--- src/rtl/crypto_pkg.sv ---
// Shared constants and keystream helpers for the 8-bit XOR stream cryptosystem.
// Imported by both the encryptor and the decryptor so their keystreams match.
package crypto_pkg;

  localparam int         BYTE_W       = 8;
  localparam logic [7:0] LFSR_TAPS    = 8'hB8;
  localparam logic [7:0] ZERO_KEY_SUB = 8'h01;

  typedef enum logic {
    UNKEYED = 1'b0,
    KEYED   = 1'b1
  } key_state_e;

  // An all-zero seed would lock the LFSR at zero forever.
  function automatic logic [BYTE_W-1:0] lfsr_seed(input logic [BYTE_W-1:0] key);
    return (key == 8'h00) ? ZERO_KEY_SUB : key;
  endfunction

  function automatic logic [BYTE_W-1:0] lfsr_next(input logic [BYTE_W-1:0] cur,
                                                  input logic [BYTE_W-1:0] taps);
    return cur[0] ? ((cur >> 1) ^ taps) : (cur >> 1);
  endfunction

endpackage

--- src/rtl/keystream_lfsr.sv ---
// 8-bit Galois LFSR keystream generator; the current state is the keystream byte.
// Shared unchanged between the encrypt and decrypt ends.
module keystream_lfsr
  import crypto_pkg::*;
#(
  parameter logic [BYTE_W-1:0] TAPS = LFSR_TAPS
) (
  input  logic              clk,
  input  logic              rst,
  input  logic              load,
  input  logic [BYTE_W-1:0] seed,
  input  logic              step,
  output logic [BYTE_W-1:0] ks
);

  logic [BYTE_W-1:0] lfsr_r;

  // Seed on load (load wins over step), otherwise advance once per consumed byte.
  always_ff @(posedge clk) begin
    if (rst) begin
      lfsr_r <= ZERO_KEY_SUB;
    end else if (load) begin
      lfsr_r <= lfsr_seed(seed);
    end else if (step) begin
      lfsr_r <= lfsr_next(lfsr_r, TAPS);
    end else begin
      lfsr_r <= lfsr_r;
    end
  end

  assign ks = lfsr_r;

endmodule

--- src/rtl/xor_stream_decrypt.sv ---
// Receive-side decryptor: XORs accepted ciphertext bytes with the LFSR keystream
// and presents plaintext from a single registered valid/ready output stage.
module xor_stream_decrypt
  import crypto_pkg::*;
#(
  parameter logic [BYTE_W-1:0] TAPS  = LFSR_TAPS,
  parameter int                CNT_W = 16
) (
  input  logic              clk,
  input  logic              rst,
  input  logic              key_load,
  input  logic [BYTE_W-1:0] key,
  input  logic              in_valid,
  output logic              in_ready,
  input  logic [BYTE_W-1:0] in_data,
  output logic              out_valid,
  input  logic              out_ready,
  output logic [BYTE_W-1:0] out_data,
  output logic              keyed,
  output logic [CNT_W-1:0]  byte_count
);

  key_state_e        state_r;
  logic              out_valid_r;
  logic [BYTE_W-1:0] out_data_r;
  logic [CNT_W-1:0]  byte_count_r;
  logic [BYTE_W-1:0] ks_s;
  logic              in_ready_s;
  logic              accept_s;

  // key_load blocks input so a byte is never split across two keys.
  assign in_ready_s = (state_r == KEYED) && !key_load && (!out_valid_r || out_ready);
  assign accept_s   = in_valid && in_ready_s;

  keystream_lfsr #(.TAPS(TAPS)) u_lfsr (
    .clk  (clk),
    .rst  (rst),
    .load (key_load),
    .seed (key),
    .step (accept_s),
    .ks   (ks_s)
  );

  // Key FSM, byte counter and output register; a pending byte survives a rekey.
  always_ff @(posedge clk) begin
    if (rst) begin
      state_r      <= UNKEYED;
      out_valid_r  <= 1'b0;
      out_data_r   <= 8'h00;
      byte_count_r <= '0;
    end else begin
      case (state_r)
        UNKEYED: state_r <= key_load ? KEYED : UNKEYED;
        KEYED:   state_r <= KEYED;
        default: state_r <= UNKEYED;
      endcase

      if (key_load) begin
        byte_count_r <= '0;
      end else if (accept_s) begin
        byte_count_r <= byte_count_r + CNT_W'(1);
      end else begin
        byte_count_r <= byte_count_r;
      end

      if (accept_s) begin
        out_valid_r <= 1'b1;
        out_data_r  <= in_data ^ ks_s;
      end else if (out_valid_r && out_ready) begin
        out_valid_r <= 1'b0;
        out_data_r  <= out_data_r;
      end else begin
        out_valid_r <= out_valid_r;
        out_data_r  <= out_data_r;
      end
    end
  end

  assign in_ready   = in_ready_s;
  assign out_valid  = out_valid_r;
  assign out_data   = out_data_r;
  assign keyed      = (state_r == KEYED);
  assign byte_count = byte_count_r;

endmodule

--- config.mk ---
export PLATFORM = sky130hd
export DESIGN_NAME = xor_stream_decrypt
export DESIGN_NICKNAME = d
export VERILOG_FILES = /design/src/rtl/crypto_pkg.sv /design/src/rtl/keystream_lfsr.sv /design/src/rtl/xor_stream_decrypt.sv
export SDC_FILE = /design/constraint.sdc
export NUM_CORES = 1
export LEC_CHECK = 0
export ABC_AREA = 0
export CAP_MARGIN = 20
export CORE_MARGIN = 4
export CORE_UTILIZATION = 40
export CTS_BUF_LIST = sky130_fd_sc_hd__clkbuf_16
export DETAILED_ROUTE_END_ITERATION = 7
export PLACE_DENSITY = 0.8
export SETUP_SLACK_MARGIN = 0.5
export SLEW_MARGIN = 10
export SYNTH_ARGS = -nofsm -noshare
export SYNTH_HDL_FRONTEND = slang
export SYNTH_SLANG_ARGS = --single-unit
export TNS_END_PERCENT = 5
--- constraint.sdc ---
create_clock -name clk -period 2.37 [get_ports clk]
set_input_delay 0.3555 -clock clk [delete_from_list [all_inputs] [get_ports clk]]
set_output_delay 0.3555 -clock clk [all_outputs]
set_load 0.1 [all_outputs]
==> metrics <==
first-pass GRT wire length 6.04 mm; Pint 1.05 mW; Main synth FF type dfxtp_1; DRT antenna net count 0; DR vias/cell 5.23; commonest non-fill, non-tap cell in the layout buf_4; #FFs+latches synth 34; power density over the cells 637 nW/um2; slowest cell on the critical path clkdlybuf4s50_1; Root Driver clkbuf_16; synth warn 0; synthesis-to-layout area growth 39.4%; Core ar. 3740 um2; Synth Area in Simple Gates 0.256; CP top delay family buffers and inverters; DIE AREA 5000 um2; DRC violations left 0; placed cell count 269; asr flop ratio synth 0; Avg Inst Size Synth 8.60 um2; Leakage 0.810 nW; clk slew on worst S/H paths 0.05 ns; setup TNS 0 ns; Routed Wire Length 3.60 mm; Crit. End Element primary output; Hold Fails Final Rpt 0; ANT cells 0; GRT overflow 0; die height 70.7 um; Final min period 1.79 ns; postcts setup bufs 0; outcome completed; endpoints failing setup 0; # rows 22; htree depth 2; RSZ-0062 raised after global routing yes; GP Congestion 0.784; most frequent cells in the layout buf_4 (29), nor2_1 (27), dfxtp_1 (20), clkdlybuf4s50_1 (20), nand2_1 (19); startpoint types primary input; Final Slew Violations 0; Max IR drop VDD 0.363 mV; antenna violations before repair 0; post-synthesis cell count 183; CP Buf/Inv Count 3; Achievable Freq 557 MHz; WL/cell 13.0 um; number of port buffers 47; Worst-Skew Late Latency 0.27 ns; Max Cap Viol 0; Horiz. Die Dim 70.7 um; period utilization 0.757; TritonCTS clock tree yes; Critical Path Max Stage Delay 0.42 ns; Max Clock Skew 0.00688 ns; Initial Util 0.420; worst hold path class flop to flop; I/O pin cnt 48; Post-layout nets 250; vias in the first global route 1384; worst path arrival time 1.44 ns; Crit Path Class primary input to primary output; Clock Sinks 34; HPWL reported at the end of detailed placement 2.63 mm; Tot GR Track Use 0.145; largest net degree at the start of global routing 27; WP data required 2.01 ns; clk buf depth 2; largest family of logic cells by synthesized area simple AND/OR/NAND/NOR gates; Sequential Power Share 0.435; Worst Path Max Fanout 9; distinct cell type count after synthesis 38; worst slew pin tran 0.445 ns; Logic pwr share 0.142; hold_buf cts 0; crit path cell chain clkdlybuf4s50_1 > nor2b_1 > buf_4 > and2_2 > buf_12; Compound-Gate Fraction of Synth Area 0.158; EDFF count, synth 0; layout cells sized above 1 0.262; sequential fraction of the synthesis area 0.432; Post-Synth XOR/XNOR Area 0.0946; non-filler cells, final 277; Post-Syn Area 1570 um2; syn_nets 205; Clk pwr share 0.423; switch share 0.250; DR pass1 iterations 4; multiplexer share of the synthesized area 0; DR iter-0 viols 66; DR vias 1449; Slew Limit Headroom 0.696; Synth Area in Adders 0.00795; Sw Pwr 0.350 mW; Num CTS Buffers 5
==> routing by layer <==
metal,vias up,wire [um],track usage
met2,38,1760,0.249
met1,662,1590,0.175
li1,749,-,-
met4,0,0,0.0376
met5,-,0,0
met3,0,248,0.0455
==> final timing paths <==
| check | from | end | slack [ns] | cells past startpoint |
|---|---|---|---|---|
| worst max-delay path | key_load | in_ready | 0.58 | 5 |
| worst min-delay path | keyed$_SDFF_PP0_ | keyed$_SDFF_PP0_ | 0.47 | 2 |
| worst max register to register | byte_count[0]$_SDFFE_PP0P_ | byte_count[12]$_SDFFE_PP0P_ | 0.70 | 5 |
| worst min register to register | keyed$_SDFF_PP0_ | keyed$_SDFF_PP0_ | 0.47 | 2 |
==> power by group through the flow <==
stage               clock, mW  sequential, mW  combinational [mW]
floorplan                   0           0.673              0.0755
global placement            0           0.619               0.197
detailed placement          0           0.619               0.200
CTS                     0.606           0.608               0.200
global route            0.627           0.609               0.213
finish                  0.591           0.608               0.199
==> stage by stage <==
| step | utilization | total power [mW] | instance area [um2] | setup slack (ns) | hold slack [ns] |
|---|---|---|---|---|---|
| floorplan | - | 0.749 | 1590 | 0.347 | 0.481 |
| global placement | 0.545 | 0.816 | 2040 | 0.221 | 0.458 |
| detailed placement | 0.545 | 0.819 | 2040 | 0.138 | 0.467 |
| CTS | 0.584 | 1.41 | 2180 | 0.481 | 0.479 |
| global route | 0.586 | 1.45 | 2190 | 0.465 | 0.512 |
| finish | 0.586 | 1.40 | 2190 | 0.576 | 0.472 |
==> cells by family after synthesis <==
logic type	count (synthesis)
flip-flops	34
AND/OR/NAND/NOR	78
adder cells (fa/ha/maj)	1
buffers and inverters	16
XOR/XNOR	17
AO/OA/AOI/OAI	37
==> cell type report <==
class / instances / area (um2)
multi-input cells: 133 / 830
inverters: 3 / 11.3
repair buffers: 51 / 458
fillers: 365 / 1550
clock buffers: 5 / 125
flip-flops and latches: 34 / 698
well taps: 48 / 60.1
clock inverters: 3 / 12.5
==> registers in the layout (all words and copies together), names as in the netlist <==
name        cells
byte_count     16
out_valid       1
u_lfsr.ks       8
out_data        8
keyed           1
==> cell usage after synthesis, drive strengths merged (2+ instances only) <==
cell type  instances  area share
and4               2       0.013
nor2              27       0.064
o31ai              5       0.024
nand4              5       0.029
nand3              5       0.019
or2                2      0.0079
or3                4       0.016
a211oi             8       0.038
inv                2      0.0048
o32ai              3       0.017
buf                8       0.032
clkbuf             5       0.012
a311oi             4       0.022
xnor2              9       0.050
o21ai              4       0.013
and3               3       0.013
xor2               8       0.045
a21oi             11       0.035
dfxtp             34        0.43
nand2             19       0.045
or4                5       0.024
==> worst register-to-register path, stage by stage (launching register included) <==
cell and delay (ns):
dfxtp_2 0.36, ha_1 0.18, and3_1 0.22, nand3_2 0.15, or4_1 0.53, a21oi_1 0.15
==> what timing repair did <==
| item | 4_1_cts | 5_1_grt |
|---|---|---|
| endpoints found under the setup margin | 4 | 8 |
| gates resized for setup | 1 | 2 |
| gates cloned | 0 | 0 |
| hold endpoints to repair | 0 | 0 |
Power figures use the tool's default switching activity.
